### src/rtl/cpu_fetch_issue.sv
// rtl/cpu_fetch_issue.sv - instruction fetch stage publishing tagged, field-decoded instructions to decode
// o_data packs {tag[91:84], pc[83:52], instruction[51:20], rs1[19:15], rs2[14:10], rs3[9:5], rd[4:0]}.
module cpu_fetch_issue #(
  parameter logic [31:0] RESET_PC    = 32'h0000_0000,
  parameter int unsigned BUS_TIMEOUT = 0
) (
  input  logic        i_clock,
  input  logic        i_reset_n,
  output logic        o_fault,
  output logic        o_bus_request,
  output logic [31:0] o_bus_address,
  input  logic        i_bus_ready,
  input  logic [31:0] i_bus_rdata,
  input  logic        i_stall,
  input  logic        i_jump,
  input  logic [31:0] i_jump_pc,
  output logic [91:0] o_data
);

  typedef enum logic [1:0] {S_FETCH, S_ISSUE, S_WAIT_JUMP, S_HALT} state_t;

  state_t      state_q;
  logic [31:0] pc_q;
  logic [31:0] instr_q;
  logic [31:0] cnt_q;
  logic        req_q;
  logic        fault_q;
  logic [91:0] data_q;

  logic [6:0]  opcode;
  logic [4:0]  rs1_d, rs2_d, rs3_d, rd_d;
  logic        is_ctrl;

  always_comb begin
    opcode  = instr_q[6:0];
    rs1_d   = instr_q[19:15];
    rs2_d   = instr_q[24:20];
    rs3_d   = 5'd0;
    rd_d    = instr_q[11:7];
    is_ctrl = 1'b0;
    case (opcode)
      7'b1000011, 7'b1000111, 7'b1001011, 7'b1001111: rs3_d = instr_q[31:27];
      7'b0110111, 7'b0010111: begin
        rs1_d = 5'd0;
        rs2_d = 5'd0;
      end
      7'b1101111: begin
        rs1_d   = 5'd0;
        rs2_d   = 5'd0;
        is_ctrl = 1'b1;
      end
      7'b1100111: begin
        rs2_d   = 5'd0;
        is_ctrl = 1'b1;
      end
      7'b0010011, 7'b0000011, 7'b1110011: rs2_d = 5'd0;
      7'b0100011: rd_d = 5'd0;
      7'b1100011: begin
        rd_d    = 5'd0;
        is_ctrl = 1'b1;
      end
      default: ;
    endcase
  end

  always_ff @(posedge i_clock or negedge i_reset_n) begin
    if (!i_reset_n) begin
      state_q <= S_FETCH;
      pc_q    <= RESET_PC;
      instr_q <= 32'd0;
      cnt_q   <= 32'd0;
      req_q   <= 1'b0;
      fault_q <= 1'b0;
      data_q  <= 92'd0;
    end else begin
      case (state_q)
        S_FETCH: begin
          // Only the first cycle after reset arrives here without a request already raised.
          if (!req_q) begin
            if (pc_q[1:0] != 2'b00) begin
              fault_q <= 1'b1;
              state_q <= S_HALT;
            end else begin
              req_q <= 1'b1;
            end
          end else if (i_bus_ready) begin
            instr_q <= i_bus_rdata;
            req_q   <= 1'b0;
            cnt_q   <= 32'd0;
            state_q <= S_ISSUE;
          end else if (BUS_TIMEOUT != 0 && cnt_q + 32'd1 == BUS_TIMEOUT) begin
            fault_q <= 1'b1;
            req_q   <= 1'b0;
            state_q <= S_HALT;
          end else begin
            cnt_q <= cnt_q + 32'd1;
          end
        end
        S_ISSUE: begin
          if (!i_stall) begin
            data_q <= {data_q[91:84] + 8'd1, pc_q, instr_q, rs1_d, rs2_d, rs3_d, rd_d};
            if (is_ctrl) begin
              state_q <= S_WAIT_JUMP;
            end else begin
              pc_q    <= pc_q + 32'd4;
              req_q   <= 1'b1;
              state_q <= S_FETCH;
            end
          end
        end
        S_WAIT_JUMP: begin
          if (i_jump) begin
            if (i_jump_pc[1:0] != 2'b00) begin
              fault_q <= 1'b1;
              state_q <= S_HALT;
            end else begin
              pc_q    <= i_jump_pc;
              req_q   <= 1'b1;
              state_q <= S_FETCH;
            end
          end
        end
        default: ;
      endcase
    end
  end

  assign o_fault       = fault_q;
  assign o_bus_request = req_q;
  assign o_bus_address = pc_q;
  assign o_data        = data_q;

endmodule

### config.mk
export PLATFORM = sky130hd
export DESIGN_NAME = cpu_fetch_issue
export DESIGN_NICKNAME = d
export VERILOG_FILES = /design/src/rtl/cpu_fetch_issue.sv
export SDC_FILE = /design/constraint.sdc
export NUM_CORES = 1
export LEC_CHECK = 0
export ABC_AREA = 1
export BUFFER_PORTS_ARGS = -buffer_cell sky130_fd_sc_hd__buf_4
export CORE_UTILIZATION = 30
export CTS_BUF_LIST = sky130_fd_sc_hd__clkbuf_16
export DETAILED_ROUTE_END_ITERATION = 6
export SLEW_MARGIN = 20
export SYNTH_ARGS = -nofsm -noshare
export SYNTH_HDL_FRONTEND = slang
export SYNTH_SLANG_ARGS = --single-unit
### constraint.sdc
create_clock -name i_clock -period 2.55 [get_ports i_clock]
set_clock_uncertainty 0.15 [all_clocks]
set_input_delay 0.255 -clock i_clock [delete_from_list [all_inputs] [get_ports i_clock]]
set_output_delay 0.255 -clock i_clock [all_outputs]
set_load 0.05 [all_outputs]
# After elaboration in Yosys (flattened, before gate mapping)
# Cells that the tools add are included.
dict set report classes {
  muxes 31
  n_reduce_logical 17
  add_sub_neg 2
  eq_ne 24
  bitwise_logic 1
}
# operator n
set ops {}
lappend ops {{$mux 32} 4}
lappend ops {{$pmux 32 s2} 1}
lappend ops {{$eq 7x7->1 const B} 8}
lappend ops {{$add 32x3->32 const B} 1}
lappend ops {{$mux 5} 4}
lappend ops {{$reduce_and 5->1} 4}
lappend ops {{$eq 7x5->1 const B} 2}
lappend ops {{$eq 7x6->1 const B} 2}
lappend ops {{$mux 2} 7}
lappend ops {{$ne 2x2->1 const B} 7}
lappend ops {{$mux 1} 12}
lappend ops {{$add 8x1->8 const B} 1}
lappend ops {{$reduce_bool 2->1} 4}
lappend ops {{$eq 7x2->1 const B} 1}
lappend ops {{$reduce_or 7->1} 1}
lappend ops {{$ne 3x3->1 const B} 2}
lappend ops {{$pmux 2 s3} 1}
lappend ops {{$reduce_or 3->1} 2}
lappend ops {{$reduce_or 4->1} 1}
lappend ops {{$pmux 1 s3} 1}
lappend ops {{$reduce_and 3->1} 1}
lappend ops {{$reduce_bool 3->1} 1}
lappend ops {{$eq 2x1->1 const B} 1}
lappend ops {{$eq 2x2->1 const B} 1}
lappend ops {{other kinds (5)} 5}
dict set report totals {
  wordCells 81
  ff_bits 160
  out_inout_bits 126
}

# Depth between registers and ports, before layout
# Gate-level depths: netlist of the first run.
dict set report depth {
  ltp_word 6
  depth_mapped 13
  depth_no_buf 11
}

# Worst setup path before layout of the first run
# No wires, ideal clock.
dict set report synth_timing {
  path_type {register to register}
  from {register pc_q[3], in the netlist o_bus_address[3]}
  to {register pc_q[20], in the netlist o_bus_address[20]}
  t_arrival_ns 1.688
  path_slack_ns 0.594
  n_path_buf 0
  stages_incl_launch_ff 11
  t_required_ns 2.282
  setup_ns 0.118
  cell_sequence {dfrtp_1 > ha_1 > nand2_1 > nor2_2 > nand2_2 > nor2_4 > nand2_1 > nand2_1 > nand3_1 > nand2_1 > nand2_1}
}
dict set report synth_via {
  elab_chain_cells 4
}
# item line_no
set synth_rtl {}
lappend synth_rtl {{from (decl)} 23} ;# logic [31:0] pc_q;
lappend synth_rtl {{from (signal assigned)} 105} ;# pc_q <= pc_q + 32'd4;
lappend synth_rtl {{from (signal assigned)} 117} ;# pc_q <= i_jump_pc;
lappend synth_rtl {{$add 32x3->32} 105}
lappend synth_rtl {{$mux 32} 102} ;# if (is_ctrl) begin
lappend synth_rtl {{$mux 32} 100} ;# if (!i_stall) begin
lappend synth_rtl {{$pmux 32 s2} 76} ;# case (state_q)
# No other way between the ends. The select of a mux whose other input is x is not followed.
# A chain may end at the register's enable or synchronous reset.

# Worst setup path after layout of the first run
dict set report layout_timing {
  from {register state_q[0]}
  to {register pc_q[16], in the netlist o_bus_address[16]}
}
dict set report layout_via {
  elab_chain_cells 3
  word_cells_on_any_way 9
  cone_classes {eq/ne: 6; mux: 1; reduce/logical: 2}
}
# item line_no
set layout_rtl {}
lappend layout_rtl {{from (decl)} 22} ;# state_t state_q;
lappend layout_rtl {{from (signal assigned)} 68} ;# state_q <= S_FETCH;
lappend layout_rtl {{from (signal assigned)} 82} ;# state_q <= S_HALT;
lappend layout_rtl {{from (signal assigned)} 90} ;# state_q <= S_ISSUE;
lappend layout_rtl {{$eq 2x2->1 or $eq 2x1->1 (tied branches)} 76}
lappend layout_rtl {{$ne 2x2->1 (no line) or $reduce_bool 2->1 (tied branches)} n/a}
lappend layout_rtl {{$reduce_and 5->1 (no line)} n/a}
# Several ways; a longest one is shown, not always the timed one.

==> qor_table.md, run 1 <==
| Group | Parameter | Value |
| --- | --- | --- |
| synth | Syn_area_per_cell | 8.346 µm² |
| timing | Worst slew margin relative to its limit | 58.76% |
| synth | Number of enable-type register cells in the synthesized netlist | 0 |
| timing | Setup-violating endpoint count in the final report | 0 |
| routing | Routed wire length on met3 | 1.324 mm |
| synth | Yosys warning count | 0 |
| routing | Drt first-iter violations | 327 |
| routing | Antenna violation net count after detailed routing | 0 |
| global route | First-pass GRT wire length | 33.85 mm |
| critical path | Kind of critical path | flop to flop |
| die | Area enclosed by the die boundary | 0.02542 mm² |
| routing | Via total after detailed routing | 6620 |
| synth | Flop and latch count out of synthesis | 160 |
| synth | Total standard cell area after synthesis | 0.007436 mm² |
| run | Max_cap viols | 0 |
| synth | Post-Synthesis Cells | 891 |
| die | Row count | 57 |
| critical path | CP max-delay cell | sky130_fd_sc_hd__dfrtp_1 |
| critical path | Maximum single-stage delay on the critical path | 0.40 ns |
| timing | Final count of hold timing violations | 0 |
| pwr | Total power consumption of the routed design | 15.05 mW |
| finish | Cell area after layout | 0.01035 mm² |
| global route | Maximum number of pins on one net before global-route repair | 67 |
| critical path | Most common cell type on the critical path | sky130_fd_sc_hd__inv_2 |
| timing | Post-layout minimum cycle time | 2.217 ns |
| global route | Total gr overflow | 0 |
| finish | Commonest non-fill, non-tap cells in the layout | sky130_fd_sc_hd__nand2_1, sky130_fd_sc_hd__buf_4, sky130_fd_sc_hd__dfrtp_1 |
| pwr | Static Leakage | 5.174 nW |
| cts | CTS buffer count | 17 |
| timing | RSZ-0062 raised after global routing | no |
| cts | Setup repair bufs after CTS | 0 |
| finish | Sequential cell area | 0.004004 mm² |
| die | Placeable core area | 0.02432 mm² |
| synth | Post-synth top flop | sky130_fd_sc_hd__dfrtp_1 |
| critical path | Critical Path End Type | flop |
| status | Status | completed |
| critical path | Arrival time at the worst endpoint | 2.42 ns |
| cts | Post-cts sizing count | 0 |
| synth | Post-synth cell types | 35 |
| timing | Fin. max-slew vios | 0 |
| routing | Average routed wire per standard cell | 14.16 µm |
| die | IO Pins | 195 |
| die | Die H | 159.4 µm |
| place | Port bufs | 194 |
| routing | Met2 routed wirelength | 10.05 mm |
| routing | Total detailed-routing wirelength | 20.77 mm |
| routing | Drt drc | 0 |
| timing | Fin crit share | 86.93% |
| global route | Number of antenna violations at the first check in global routing | 0 |
| cts | TritonCTS clock tree | done |
| routing | Max layer used | met4 |
| die | Initial cell density of the core | 30.58% |
| finish | Ratio of cells with drive above 1 in the final layout | 25.74% |
| global route | Via count of the first global-routing pass | 6474 |
| routing | Routed length on met1 | 9.157 mm |
| critical path | Worst Setup Start Kind | flop |
| finish | Most common cell after layout, fill and taps aside | sky130_fd_sc_hd__nand2_1 |
| pwr | VDD IR max | 0.0007755 V |
| cts | Sink Count | 160 |
| min path | Class of the worst hold path | input port to flop |
| finish | Diodes inserted | 0 |
| pwr | Power Density | 1454 mW/mm² |
| finish | Area of combinational cells with multiple inputs | 0.002983 mm² |
| place | Total placed instance area | 0.009246 mm² |
| cts | H-tree levels | 4 |
| place | HPWL reported at the end of detailed placement | 14.73 mm |
| finish | Count of nets after finishing | 1204 |
| cts | Source-to-sink clock delay at the later pin of the worst-skew pair | 0.43 ns |
| critical path | Maximum fanout encountered on the critical timing path | 40 |
| synth | Share of synthesized registers carrying an async set or reset | 100.0% |
| cts | Maximum clock insertion buffer count | 2 |
| critical path | Flop2flop setup slack | 0.33 ns |
| die | Horizontal die dimension | 159.4 µm |
| timing | Hold WS | 0.01664 ns |
| routing | Detail-routed via count per cell | 4.516 |
| place | Final estimated routing congestion in global placement | 0.9031 |
| finish | # fillers | 2414 |
| routing | First-pass DRT Iterations | 4 |
| cts | Clock-pin slew on the worst setup and hold paths | 0.07 ns |
| timing | Total negative slack for setup checks | 0 ns |
| timing | Transition at the pin with the smallest max-transition slack | 0.6121 ns |
| global route | Overall fraction of global-route tracks in use | 16.82% |
| finish | Area added between synthesis and finish | 39.19% |
| critical path | Crit path max-delay family | simple AND/OR/NAND/NOR gates |
| timing | Peak Freq | 0.4511 GHz |
| cts | Clk root buf | sky130_fd_sc_hd__clkbuf_16 |
| synth | Post-synth net total | 966 |
| critical path | Cells along the critical path | inv_1 -> ha_1 -> inv_6 -> nor2_4 -> inv_2 -> o21ai_2 -> inv_2 -> nand3_4 -> nor2_1 -> nand2_1 -> o21ai_1 |
| critical path | Data required, critical path | 2.76 ns |
| synth | Proportion of synthesized chip area in sequential cells | 53.84% |
| critical path | Buffering stage count on the worst path with inverters included | 4 |
==> metrics by stage <==
stage / std cells / setup WS (ns) / utilization (%)
2_1_floorplan: 891 / 0.5943 / -
3_3_place_gp: 1387 / 0.4021 / 38.02
3_5_place_dp: 1387 / 0.3376 / 38.02
4_1_cts: 1466 / 0.3168 / 42.56
5_1_grt: 1466 / 0.09966 / 42.56
6_report: 1466 / 0.3332 / 42.56
==> what timing repair did <==
action | CTS | global route
setup endpoints to repair | 0 | 0
hold buffers | 47 | 0
endpoints found under the hold margin | 119 | 0
==> worst register-to-register path, cell delays in order (launching register included) <==
cell and delay [ns]:
sky130_fd_sc_hd__dfrtp_1 0.40, sky130_fd_sc_hd__inv_1 0.08, sky130_fd_sc_hd__ha_1 0.26, sky130_fd_sc_hd__inv_6 0.23, sky130_fd_sc_hd__nor2_4 0.05, sky130_fd_sc_hd__inv_2 0.05
sky130_fd_sc_hd__o21ai_2 0.08, sky130_fd_sc_hd__inv_2 0.09, sky130_fd_sc_hd__nand3_4 0.36, sky130_fd_sc_hd__nor2_1 0.27, sky130_fd_sc_hd__nand2_1 0.07, sky130_fd_sc_hd__o21ai_1 0.07
==> worst paths after layout <==
kind                          startpoint                end  cells after the start
setup / recovery              state_q[0]  o_bus_address[16]                     11
hold / removal             i_jump_pc[29]  o_bus_address[29]                      5
setup reg to reg              state_q[0]  o_bus_address[16]                     11
hold reg to reg               o_data[91]         o_data[91]                      1
max in group asynchronous      i_reset_n         o_data[14]                      3
min in group asynchronous      i_reset_n         o_data[88]                      2
==> cells in the mapped netlist (7+ instances only) <==
cell type	number	share of area, %
sky130_fd_sc_hd__mux2_2	15	2.3
sky130_fd_sc_hd__inv_1	66	3.3
sky130_fd_sc_hd__xor2_1	8	0.94
sky130_fd_sc_hd__nand3_1	41	2.8
sky130_fd_sc_hd__dfrtp_1	160	54
sky130_fd_sc_hd__nor2_1	93	4.7
sky130_fd_sc_hd__o21ai_0	75	5.0
sky130_fd_sc_hd__buf_2	11	0.74
sky130_fd_sc_hd__a21oi_1	22	1.5
sky130_fd_sc_hd__nor2_2	7	0.59
sky130_fd_sc_hd__nand2_1	295	15
sky130_fd_sc_hd__clkbuf_1	16	0.81
sky130_fd_sc_hd__nand4_1	11	0.93
sky130_fd_sc_hd__o21ai_1	10	0.67
==> sequential cells by signal, summed over array words and instances (netlist names) <==
register,cells
o_fault,1
state_q,2
instr_q,32
o_data,92
o_bus_address,32
o_bus_request,1
==> cell type report <==
class                           count  area share [%]
Clock buffer                       17           4.110
Inverter                           71           2.623
Sequential cell                   160           38.68
Multi-Input combinational cell    625           28.82
Clock inverter                     15           2.007
Tap cell                          324           3.917
Timing Repair Buffer              254           19.84
==> power by group <==
| group | internal (mW) | total, mW | switching [mW] | leakage, nW |
|---|---|---|---|---|
| clock | 1.36 | 2.67 | 1.31 | 0.299 |
| combinational | 2.33 | 7.86 | 5.52 | 2.92 |
| sequential | 3.64 | 4.53 | 0.888 | 1.95 |
==> routing by layer <==
| layer | global-route usage [%] | vias to the layer above |
|---|---|---|
| li1 | - | 3311 |
| met1 | 21.26 | 3112 |
| met2 | 28.05 | 182 |
| met3 | 4.741 | 15 |
| met4 | 4.677 | 0 |
| met5 | 0 | - |
==> logic make-up after synthesis <==
kind of cell               after synthesis  synth area share (%)
muxes                                   15                 2.272
adders and majority gates                6                 1.010
buffers and inverters                  106                 6.209
AOI/OAI and AO/OA                      119                 8.464
xor gates and xnor gates                11                 1.296
DFF                                    160                 53.84
and+or+nand+nor                        474                 26.91
Power figures use the tool's default switching activity.
==> run 2, diff against run 1 <==
--- a/config.mk
+++ b/config.mk
@@ -7,6 +7,7 @@
 export LEC_CHECK = 0
 export ABC_AREA = 1
 export BUFFER_PORTS_ARGS = -buffer_cell sky130_fd_sc_hd__buf_4
+export CORE_ASPECT_RATIO = 1.5
 export CORE_UTILIZATION = 30
 export CTS_BUF_LIST = sky130_fd_sc_hd__clkbuf_16
 export DETAILED_ROUTE_END_ITERATION = 6
==> qor_table.md, run 2 (synthesis gave the netlist of run 1 again) <==
| Group | Parameter | Value | vs previous |
| --- | --- | --- | --- |
| critical path | Worst r2r src | state_q[1] |  |
| timing | RSZ-0062 raised after global routing | no |  |
| finish | # fillers | 2477 | +2.6% |
| routing | Drt drc | 0 | unchanged |
| global route | Overall fraction of global-route tracks in use | 18.05% | +1.2 points |
| critical path | Cells along the critical path | inv_1 -> ha_1 -> inv_1 -> o21ai_2 -> inv_2 -> nand3_4 -> buf_4 -> nand2_1 -> nand2_1 |  |
| critical path | Flop2flop setup slack | 0.47 ns | +0.14 ns |
| die | IO Pins | 195 | unchanged |
| timing | Final count of hold timing violations | 0 | unchanged |
| min path | Class of the worst hold path | input port to flop |  |
| die | Placeable core area | 0.02435 mm² | +0.12% |
| finish | Area added between synthesis and finish | 37.93% |  |
| timing | Fin. max-slew vios | 0 | unchanged |
| timing | Post-layout minimum cycle time | 2.080 ns | -0.1368 ns |
| routing | Antenna violation net count after detailed routing | 0 | unchanged |
| place | HPWL reported at the end of detailed placement | 16.00 mm | +8.6% |
| global route | Total gr overflow | 0 | unchanged |
| routing | Total detailed-routing wirelength | 21.98 mm | +5.8% |
| finish | Max FFs per register | 92 | unchanged |
| die | Horizontal die dimension | 130.5 µm | -18% |
| min path | Capture endpoint of the worst hold path | o_bus_address[22] |  |
| status | Status | completed |  |
| timing | Worst slew margin relative to its limit | 59.28% | +0.52 points |
| finish | Commonest non-fill, non-tap cells in the layout | sky130_fd_sc_hd__nand2_1, sky130_fd_sc_hd__buf_4, sky130_fd_sc_hd__dfrtp_1 |  |
| critical path | Worst Setup Start Kind | flop |  |
| finish | Count of nets after finishing | 1201 | -0.25% |
| place | Worst setup slack before clock tree synthesis | 0.4641 ns | +0.1265 ns |
| critical path | Logic depth of the worst register-to-register path | 9 | -2 |
| die | Initial cell density of the core | 30.54% | -0.036 points |
| finish | Most common cell after layout, fill and taps aside | sky130_fd_sc_hd__nand2_1 |  |
| global route | Number of antenna violations at the first check in global routing | 0 | unchanged |
| critical path | Maximum single-stage delay on the critical path | 0.41 ns | about the same |
| critical path | Critical Path End Type | flop |  |
| critical path | Crit path max-delay family | simple AND/OR/NAND/NOR gates |  |
| place | Total placed instance area | 0.009246 mm² | unchanged |
| place | Final estimated routing congestion in global placement | 0.8861 | -1.9% |
| cts | CTS buffer count | 17 | unchanged |
| cts | Source-to-sink clock delay at the later pin of the worst-skew pair | 0.42 ns | about the same |
| routing | Drt first-iter violations | 393 | +20% |
| cts | TritonCTS clock tree | done |  |
| min path | Worst Hold Path Cells | 5 | unchanged |
| cts | Sink Count | 160 | unchanged |
| cts | Post-cts sizing count | 0 | unchanged |
| critical path | Arrival time at the worst endpoint | 2.29 ns | -0.13 ns |
| pwr | Static Leakage | 5.139 nW | -0.67% |
| die | Row count | 70 | +23% |
| finish | Ratio of cells with drive above 1 in the final layout | 25.46% | -0.28 points |
| min path | Startpoint of the worst hold path | i_jump_pc[22] |  |
| timing | Fin crit share | 81.57% | -5.4 points |
| timing | Final WS setup | 0.4700 ns | +0.1368 ns |
| pwr | Total power consumption of the routed design | 14.90 mW | -1.0% |
| timing | Peak Freq | 0.4808 GHz | +6.6% |
| finish | Layout Cells excl Fill | 1463 | -0.20% |
| pwr | VDD IR max | 0.0009815 V | +27% |
| timing | Hold WS | 0.02651 ns | +0.009877 ns |
| routing | First-pass DRT Iterations | 4 | unchanged |
| die | Die H | 194.8 µm | +22% |
| critical path | CP max-delay cell | sky130_fd_sc_hd__dfrtp_1 |  |
| global route | Via count of the first global-routing pass | 6685 | +3.3% |
| cts | Maximum clock insertion buffer count | 2 | unchanged |
| timing | Transition at the pin with the smallest max-transition slack | 0.6044 ns | -0.007695 ns |
| place | Post-Place Cells | 1387 | unchanged |
| die | Area enclosed by the die boundary | 0.02543 mm² | about the same |
| routing | Average routed wire per standard cell | 15.02 µm | +6.0% |
| cts | Setup repair bufs after CTS | 0 | unchanged |
| critical path | Endpoint of the worst register-to-register path | o_bus_address[11] |  |
| routing | Via total after detailed routing | 6669 | +0.74% |
| critical path | Buffering stage count on the worst path with inverters included | 4 | unchanged |
| critical path | Data required, critical path | 2.76 ns | about the same |
| place | Port bufs | 194 | unchanged |
| timing | Total negative slack for setup checks | 0 ns | unchanged |
| cts | Clock-pin slew on the worst setup and hold paths | 0.07 ns | about the same |
| timing | Setup-violating endpoint count in the final report | 0 | unchanged |
| routing | Detail-routed via count per cell | 4.558 | +0.95% |
| cts | H-tree levels | 4 | unchanged |
| finish | Cell area after layout | 0.01026 mm² | -0.91% |
| finish | Diodes inserted | 0 | unchanged |
| global route | First-pass GRT wire length | 34.83 mm | +2.9% |
| run | Max_cap viols | 0 | unchanged |
| pwr | Power Density | 1453 mW/mm² | -0.13% |
| global route | Maximum number of pins on one net before global-route repair | 56 | -16% |
| cts | Clk root buf | sky130_fd_sc_hd__clkbuf_16 |  |
| critical path | Kind of critical path | flop to flop |  |
| finish | Final design utilization | 42.12% | -0.44 points |
| critical path | Maximum fanout encountered on the critical timing path | 39 | -2.5% |
## run 2: cell types whose count changed in the layout (fill, tap and decap cells not counted)
| cell | previous run | this run |
|---|---|---|
| sky130_fd_sc_hd__clkinv_1 | 0 | 3 |
| sky130_fd_sc_hd__clkinv_4 | 0 | 3 |
| sky130_fd_sc_hd__clkinv_2 | 0 | 2 |
| sky130_fd_sc_hd__bufinv_16 | 0 | 2 |
| sky130_fd_sc_hd__inv_12 | 3 | 0 |
| sky130_fd_sc_hd__dlygate4sd3_1 | 47 | 44 |
| sky130_fd_sc_hd__clkinvlp_4 | 1 | 2 |
| sky130_fd_sc_hd__inv_6 | 4 | 3 |
| sky130_fd_sc_hd__inv_1 | 66 | 67 |
| sky130_fd_sc_hd__clkinv_8 | 7 | 0 |
| sky130_fd_sc_hd__inv_8 | 1 | 0 |
## run 2: repair_timing
action                                  in CTS  in global routing
hold buffers                                44                  0
hold endpoints to repair                   123                  0
endpoints found under the setup margin       0                  0
## run 2: power breakdown
group	leakage, nW	switching, mW	internal, mW
logic	2.91	5.54	2.32
clock network	0.277	1.06	1.43
registers	1.95	0.895	3.65
total	5.14	7.50	7.40
## run 2: layout make-up
type                       count  area, µm²  area share [%]
sequential                   160       4004           39.04
multi-input combinational    625       2983           29.08
clock buffer                  17      425.4           4.148
timing repair buffer         251       2023           19.73
inverter                      71      271.5           2.647
clock inverter                15      143.9           1.403
tap                          324      405.4           3.953
## run 2: worst max-delay path by stage
stage | start | cells after the start | slack [ns] | endpoint
floorplan | o_bus_address[3] | 10 | 0.59 | o_bus_address[20]
global placement | state_q[0] | 11 | 0.49 | o_bus_address[11]
detailed placement | state_q[0] | 11 | 0.46 | o_bus_address[11]
CTS | state_q[0] | 11 | 0.45 | o_bus_address[11]
global route | state_q[0] | 8 | 0.30 | o_bus_address[7]
finish | state_q[1] | 9 | 0.47 | o_bus_address[11]
## run 2: worst reg2reg max path: stages (launching register included)
cell and delay, ns:
sky130_fd_sc_hd__dfrtp_1 0.41, sky130_fd_sc_hd__inv_1 0.10, sky130_fd_sc_hd__ha_1 0.28, sky130_fd_sc_hd__inv_1 0.08, sky130_fd_sc_hd__o21ai_2 0.22, sky130_fd_sc_hd__inv_2 0.09
sky130_fd_sc_hd__nand3_4 0.37, sky130_fd_sc_hd__buf_4 0.22, sky130_fd_sc_hd__nand2_1 0.05, sky130_fd_sc_hd__nand2_1 0.07
## run 2: layer usage
metal | share of wire, % | GRT usage [%] | routed length, µm
met3 | 4.7 | 3.743 | 1043
met5 | 0 | 0 | 0
met1 | 39 | 20.28 | 8634
met4 | 2.7 | 7.748 | 597
met2 | 53 | 32.26 | 11700
